File: src/rtl/mmio_uart_tx_if.sv
// mmio_uart_tx_if: CPU peripheral bus bundle for mmio_uart_tx.
//   addr     [15:0] CPU address
//   in_data  [7:0]  write data from the CPU
//   out_data [7:0]  read data toward the shared data bus (0 when not driving)
//   out_en          high while out_data must drive the shared bus
//   ce, r, w, oe    cycle valid, read strobe, write strobe, output enable
// master = CPU side, slave = peripheral side.
interface mmio_uart_tx_if;
  logic [15:0] addr;
  logic [7:0]  in_data;
  logic [7:0]  out_data;
  logic        out_en;
  logic        ce;
  logic        r;
  logic        w;
  logic        oe;

  modport master (output addr, in_data, ce, r, w, oe, input out_data, out_en);
  modport slave  (input addr, in_data, ce, r, w, oe, output out_data, out_en);
endinterface

File: src/rtl/mmio_uart_tx.sv
// mmio_uart_tx: memory-mapped 8N1 UART transmitter with a small TX FIFO.
// Register window at BASE_ADDR (4 bytes):
//   0 TXDATA (W)  1 STATUS (R)  2 DIV_LO (R/W)  3 DIV_HI (R/W)
// STATUS = {count[3:0] (sat. 15), overflow, busy, empty, full}.
// Ports:
//   clk  rising-edge clock
//   rst  asynchronous active-high reset
//   bus  CPU bus (slave modport)
//   tx   serial output, idle high, LSB first
//   irq  high while FIFO is empty and the shifter is idle
module mmio_uart_tx #(
  parameter logic [15:0] BASE_ADDR  = 16'hFF00,
  parameter int          FIFO_DEPTH = 4,
  parameter logic [15:0] DIV_RESET  = 16'd103
) (
  input  logic                clk,
  input  logic                rst,
  mmio_uart_tx_if.slave       bus,
  output logic                tx,
  output logic                irq
);

  localparam int PW = $clog2(FIFO_DEPTH);
  localparam int CW = PW + 1;

  typedef enum logic [1:0] {S_IDLE, S_START, S_DATA, S_STOP} state_e;

  // Bus decode
  logic sel, wr_en, rd_en, push_req;
  assign sel      = bus.ce && (bus.addr[15:2] == BASE_ADDR[15:2]);
  assign wr_en    = sel && bus.w && !bus.r;
  assign rd_en    = sel && bus.r && !bus.w;
  assign push_req = wr_en && (bus.addr[1:0] == 2'd0);

  // State
  state_e        state_q;
  logic [7:0]    shift_q;
  logic [2:0]    bit_idx_q;
  logic [15:0]   baud_q;
  logic          tx_q;

  logic [7:0]    fifo_mem [FIFO_DEPTH];
  logic [PW-1:0] wr_ptr_q, wr_ptr_d, rd_ptr_q, rd_ptr_d;
  logic [CW-1:0] count_q, count_d;
  logic [15:0]   div_q, div_d;
  logic          ovf_q, ovf_d;
  logic          rd_pend_q, rd_pend_d;
  logic          irq_q, irq_d;
  logic [7:0]    rdata_q, rdata_d;

  logic full, empty, busy, bit_done, pop, push;
  assign empty    = (count_q == '0);
  assign full     = (count_q == CW'(FIFO_DEPTH));
  assign busy     = (state_q != S_IDLE);
  assign bit_done = (baud_q == 16'd0);
  // The shifter takes the head either from idle or at the end of a stop bit.
  assign pop      = !empty && ((state_q == S_IDLE) || ((state_q == S_STOP) && bit_done));
  // A pop on the same edge frees a slot, so a write while full still lands.
  assign push     = push_req && (!full || pop);

  logic [4:0] count_ext;
  logic [3:0] count_sat;
  logic [7:0] status;
  assign count_ext = 5'(count_q);
  assign count_sat = (count_ext > 5'd15) ? 4'hF : count_ext[3:0];
  assign status    = {count_sat, ovf_q, busy, empty, full};

  always_comb begin
    // NOTE: every _d gets its default first so no latch is inferred.
    wr_ptr_d  = wr_ptr_q;
    rd_ptr_d  = rd_ptr_q;
    count_d   = count_q + CW'(push) - CW'(pop);
    div_d     = div_q;
    ovf_d     = ovf_q;
    rd_pend_d = rd_en;
    rdata_d   = 8'h00;
    irq_d     = empty && !busy;

    if (push) wr_ptr_d = wr_ptr_q + 1'b1;
    if (pop)  rd_ptr_d = rd_ptr_q + 1'b1;

    if (wr_en) begin
      case (bus.addr[1:0])
        2'd2:    div_d[7:0]  = bus.in_data;
        2'd3:    div_d[15:8] = bus.in_data;
        default: ;
      endcase
    end

    if (rd_en) begin
      case (bus.addr[1:0])
        2'd1:    rdata_d = status;
        2'd2:    rdata_d = div_q[7:0];
        2'd3:    rdata_d = div_q[15:8];
        default: rdata_d = 8'h00;
      endcase
    end

    // Clear-on-read of STATUS; a dropped byte on the same edge wins.
    if (rd_en && (bus.addr[1:0] == 2'd1)) ovf_d = 1'b0;
    if (push_req && !push)                ovf_d = 1'b1;
  end

  // NOTE: clocked blocks use non-blocking assignments only, so every flop
  // samples the pre-edge value regardless of block ordering.
  always_ff @(posedge clk or posedge rst) begin
    if (rst) begin
      wr_ptr_q  <= '0;
      rd_ptr_q  <= '0;
      count_q   <= '0;
      div_q     <= DIV_RESET;
      ovf_q     <= 1'b0;
      rd_pend_q <= 1'b0;
      rdata_q   <= 8'h00;
      irq_q     <= 1'b1;
    end else begin
      wr_ptr_q  <= wr_ptr_d;
      rd_ptr_q  <= rd_ptr_d;
      count_q   <= count_d;
      div_q     <= div_d;
      ovf_q     <= ovf_d;
      rd_pend_q <= rd_pend_d;
      rdata_q   <= rdata_d;
      irq_q     <= irq_d;
    end
  end

  // NOTE: FIFO storage is not reset; pointers and count define which
  // entries are valid, so stale contents are never observed.
  always_ff @(posedge clk) begin
    if (push) fifo_mem[wr_ptr_q] <= bus.in_data;
  end

  // Shifter FSM. The divisor is sampled only at bit starts, so a divisor
  // write never truncates the bit in flight. Data shifts right, LSB first.
  always_ff @(posedge clk or posedge rst) begin
    if (rst) begin
      state_q   <= S_IDLE;
      shift_q   <= 8'h00;
      bit_idx_q <= 3'd0;
      baud_q    <= 16'd0;
      tx_q      <= 1'b1;
    end else begin
      case (state_q)
        S_IDLE: begin
          tx_q <= 1'b1;
          if (pop) begin
            shift_q <= fifo_mem[rd_ptr_q];
            baud_q  <= div_q;
            state_q <= S_START;
            tx_q    <= 1'b0;
          end
        end
        S_START: begin
          if (bit_done) begin
            state_q   <= S_DATA;
            bit_idx_q <= 3'd0;
            baud_q    <= div_q;
            tx_q      <= shift_q[0];
          end else begin
            baud_q <= baud_q - 16'd1;
          end
        end
        S_DATA: begin
          if (bit_done) begin
            baud_q <= div_q;
            if (bit_idx_q == 3'd7) begin
              state_q <= S_STOP;
              tx_q    <= 1'b1;
            end else begin
              bit_idx_q <= bit_idx_q + 3'd1;
              shift_q   <= shift_q >> 1;
              tx_q      <= shift_q[1];
            end
          end else begin
            baud_q <= baud_q - 16'd1;
          end
        end
        S_STOP: begin
          if (bit_done) begin
            if (pop) begin
              shift_q <= fifo_mem[rd_ptr_q];
              baud_q  <= div_q;
              state_q <= S_START;
              tx_q    <= 1'b0;
            end else begin
              state_q <= S_IDLE;
              tx_q    <= 1'b1;
            end
          end else begin
            baud_q <= baud_q - 16'd1;
          end
        end
        default: begin
          state_q <= S_IDLE;
          tx_q    <= 1'b1;
        end
      endcase
    end
  end

  assign bus.out_en   = rd_pend_q && bus.oe;
  assign bus.out_data = bus.out_en ? rdata_q : 8'h00;
  assign tx           = tx_q;
  assign irq          = irq_q;

endmodule

File: src/flat_wrapper.sv
// flat-port wrapper written by rule: the top's interface ports become plain ports
module mmio_uart_tx_flat 
#(
  parameter logic [15:0] BASE_ADDR  = 16'hFF00,
  parameter int          FIFO_DEPTH = 4,
  parameter logic [15:0] DIV_RESET  = 16'd103
)
  (clk, rst, tx, irq, bus_addr, bus_in_data, bus_ce, bus_r, bus_w, bus_oe, bus_out_data, bus_out_en);
  mmio_uart_tx_if bus_i ();
  input  logic clk;
  input  logic rst;
  output logic tx;
  output logic irq;
  input wire logic [$bits(bus_i.addr)-1:0] bus_addr;
  input wire logic [$bits(bus_i.in_data)-1:0] bus_in_data;
  input wire logic [$bits(bus_i.ce)-1:0] bus_ce;
  input wire logic [$bits(bus_i.r)-1:0] bus_r;
  input wire logic [$bits(bus_i.w)-1:0] bus_w;
  input wire logic [$bits(bus_i.oe)-1:0] bus_oe;
  output wire logic [$bits(bus_i.out_data)-1:0] bus_out_data;
  output wire logic [$bits(bus_i.out_en)-1:0] bus_out_en;
  assign bus_i.addr = bus_addr;
  assign bus_i.in_data = bus_in_data;
  assign bus_i.ce = bus_ce;
  assign bus_i.r = bus_r;
  assign bus_i.w = bus_w;
  assign bus_i.oe = bus_oe;
  assign bus_out_data = bus_i.out_data;
  assign bus_out_en = bus_i.out_en;
  mmio_uart_tx #(.BASE_ADDR(BASE_ADDR), .FIFO_DEPTH(FIFO_DEPTH), .DIV_RESET(DIV_RESET)) u_core (.clk(clk), .rst(rst), .bus(bus_i), .tx(tx), .irq(irq));
endmodule
File: config.mk
export PLATFORM = sky130hd
export DESIGN_NAME = mmio_uart_tx_flat
export DESIGN_NICKNAME = d
export VERILOG_FILES = /design/src/rtl/mmio_uart_tx_if.sv /design/src/rtl/mmio_uart_tx.sv /design/src/flat_wrapper.sv
export SDC_FILE = /design/constraint.sdc
export NUM_CORES = 1
export LEC_CHECK = 0
export BUFFER_PORTS_ARGS = -buffer_cell sky130_fd_sc_hd__buf_4
export CAP_MARGIN = 15
export CORE_MARGIN = 1.5
export CORE_UTILIZATION = 50
export DETAILED_ROUTE_END_ITERATION = 10
export PLACE_DENSITY = 0.71
export SYNTH_ARGS = -nofsm -noshare
export SYNTH_HDL_FRONTEND = slang
export SYNTH_SLANG_ARGS = --single-unit
File: constraint.sdc
create_clock -name clk -period 2.7 [get_ports clk]
set_input_delay 0.405 -clock clk [delete_from_list [all_inputs] [get_ports clk]]
set_output_delay 0.405 -clock clk [all_outputs]
set_load 0.05 [all_outputs]
==> metrics <==
hold buffer count at cts 0; Avg WL per Cell 18.7 um; total overflow reported by the global router 0; starting DRC count in detailed routing 210; number of synthesis warnings 0; max-slew violation count 0; leakage component of the power 2.44 nW; kind of capture point of the worst setup path register; H-Tree Depth 3; prevailing post-synth register cell dfrtp_1; clock-pin slew on the worst setup and hold paths 110 ps; Clock Latency Late Sink 390 ps; start of the worst register-to-register path u_core.baud_q[0]; mean post-synth cell area 12.3 um2; fraction of final layout cells sized beyond drive strength 1 32.7%; top post-synthesis cells by area dfrtp_1 29%, edfxtp_1 19%, mux2_2 8.7%; fraction of registers with async set/reset 66.7%; actual transition at the worst max-transition pin 808 ps; flip-flop and latch count after synthesis 96; buffers added on ports 40; Slew headroom 46.2%; worst setup skew after layout 12.3 ps; utilization of the core after routing 59.7%; post-synthesis sequential area ratio 52.1%; type of the most critical hold path input pin to asynchronous set/reset pin; number of nets still failing antenna checks after routing 0; relative area change from synthesis to final layout 17.0%; non-filler cells, final 601; cell area after layout 5780 um2; shortest clock period the worst path allows after layout 2590 ps; boundary pin count 41; via count of the first global-routing pass 3495; Core ar. 9680 um2; post-synth cell types 65; final count of hold timing violations 0; Post-synth EDFFs 32; global-route wire length before repair 18300 um; overall track demand over capacity in global routing 23.7%; DPL Wire Length 8220 um; Clock Sink Count 96; clock root buffer clkbuf_8; power per standard cell area 976 nW/um2; area share of the leading cell type in the synthesized netlist 28.9%; Total Die Area 10500 um2; vertical die dimension 102 um; synthesized netlist cell count 403; top fanout value on the critical path 8; worst setup slack for register-to-register paths 110 ps; via total after detailed routing 3602; number of buffers on the longest clock path 2; WP data arrival 2700 ps; antenna violations before repair 0; die width 102 um; Worst setup SP type register; Diodes inserted 0; net count after synthesis 449; clock buffers created by TritonCTS 9; setup repair after global routing missed its margin no; total setup violations reported at the end of the flow 0; run status complete, no violations; number of standard-cell rows in the floorplan 36; share of the clock period used by the worst path after layout 95.8%; Max rail drop VDD 0.435 mV; via-per-instance ratio 5.99; total length of routed wires 11300 um; number of iterations in the first detailed-routing pass 5; Residual DRC 0; net count reported at finish 509; pin count of the biggest net entering global routing 65; clock tree from TritonCTS built; fmax 387 MHz; global placement routability congestion 0.867; Critical Path RT 2810 ps; maxcap violations 0; Post-Syn Area 4940 um2; number of placed instances with taps included 585; worst reg2reg path endpoint u_core.fifo_mem[0][6]; logic depth of the worst register-to-register path 9; Crit Path Class register to register; cell type contributing the most total cell area after synthesis dfrtp_1; initial core utilization 51.0%; dpl cell area 5560 um2
[logic make-up (layout without fill, tap and decap cells)]
family                   Yosys count  after routing  share of synthesized area (%)
AO/OA/AOI/OAI                     80             80                           11.9
flip-flops                        96             96                           52.1
adder cells (fa/ha/maj)           16             16                           4.21
XOR/XNOR                          12             12                           2.13
buffers and inverters             35            100                           2.76
AND/OR/NAND/NOR                  114            114                           13.8
multiplexers                      50             50                           13.2
[power breakdown]
| part | switching, mW | leakage (nW) | total [mW] | internal, mW |
|---|---|---|---|---|
| logic | 1.39 | 1.23 | 2.61 | 1.23 |
| clock network | 0.605 | 0.108 | 0.990 | 0.385 |
| registers | 0.294 | 1.09 | 2.04 | 1.74 |
[final cells by class]
type,count,area (um2)
clock buffer,9,124
clock inverter,7,91.3
fill,788,3910
inverter,19,71.3
multi-input combinational,272,2240
sequential,96,2570
tap,133,166
timing repair buffer,65,513
[layer usage]
layer	routed length (um)	GRT usage, %	vias to the layer above
li1	-	-	1655
met1	4790	33.0	1779
met2	5540	36.8	143
met3	690	4.65	25
met4	246	9.27	0
met5	0	0	-
[critical path, stage by stage (launching register included)]
cell and delay, ps:
dfrtp_1 420, inv_1 90, ha_1 220, nor3b_2 240, and4_1 310, a31oi_1 210
nor4_4 310, buf_4 180, and2_1 190, buf_12 140
[registers in the layout, indices dropped and copies added, names as in the netlist, 2 cells and up, named ones only]
name and cells:
u_core.shift_q 8, u_core.div_q 16, u_core.count_q 3, u_core.fifo_mem 32, u_core.wr_ptr_q 2, u_core.bit_idx_q 3, u_core.state_q 2, u_core.rdata_q 8
u_core.rd_ptr_q 2, u_core.baud_q 15
[how the worst max path moves through the flow]
stage / endpoint / slack, ps / from / cells after the start
after floorplan: u_core.count_q[2] / 60 / u_core.state_q[0] / 11
after global placement: u_core.fifo_mem[2][3] / -60 / bus_addr[3] / 7
after detailed placement: u_core.fifo_mem[2][4] / -110 / bus_addr[3] / 7
after CTS: u_core.fifo_mem[2][2] / 90 / u_core.baud_q[0] / 8
after global routing: u_core.fifo_mem[0][7] / 20 / u_core.baud_q[0] / 9
final: u_core.fifo_mem[0][6] / 110 / u_core.baud_q[0] / 9
[cell usage in the layout, fill, tap and decap left out, types with 10 or more instances in the layout]
| master | synthesis | layout |
|---|---|---|
| mux2_2 | 38 | 38 |
| nor2_1 | 28 | 28 |
| dfrtp_1 | 57 | 57 |
| a21oi_1 | 13 | 13 |
| nand3_1 | 12 | 12 |
| edfxtp_1 | 32 | 32 |
| inv_1 | 18 | 17 |
| o21ai_0 | 10 | 10 |
| ha_1 | 15 | 15 |
| nand2_1 | 10 | 10 |
| buf_4 | 1 | 63 |
[metrics by stage]
step | setup WS (ps) | hold WS (ps) | power [mW] | setup TNS [ps]
after global routing | 23.2 | 232 | 6.00 | 0
after floorplan | 59.4 | 475 | 3.87 | 0
after CTS | 86.7 | 230 | 5.63 | 0
after detailed placement | -107 | 478 | 4.63 | -1870
final | 114 | 235 | 5.64 | 0
after global placement | -63.0 | 475 | 4.55 | -1020
[cell usage after synthesis (9+ instances only)]
master	instances
a21oi_1	13
and3_1	9
clkbuf_1	14
dfrtp_1	57
edfxtp_1	32
ha_1	15
inv_1	18
mux2_2	38
nand2_1	10
nand3_1	12
nor2_1	28
nor3_1	9
o21ai_0	10
[repair_timing]
action                     4_1_cts  5_1_grt
gates resized for setup          0        2
setup endpoints to repair        0       16
setup buffers                    0        0
Note: power is estimated with default switching activity, not from simulation.
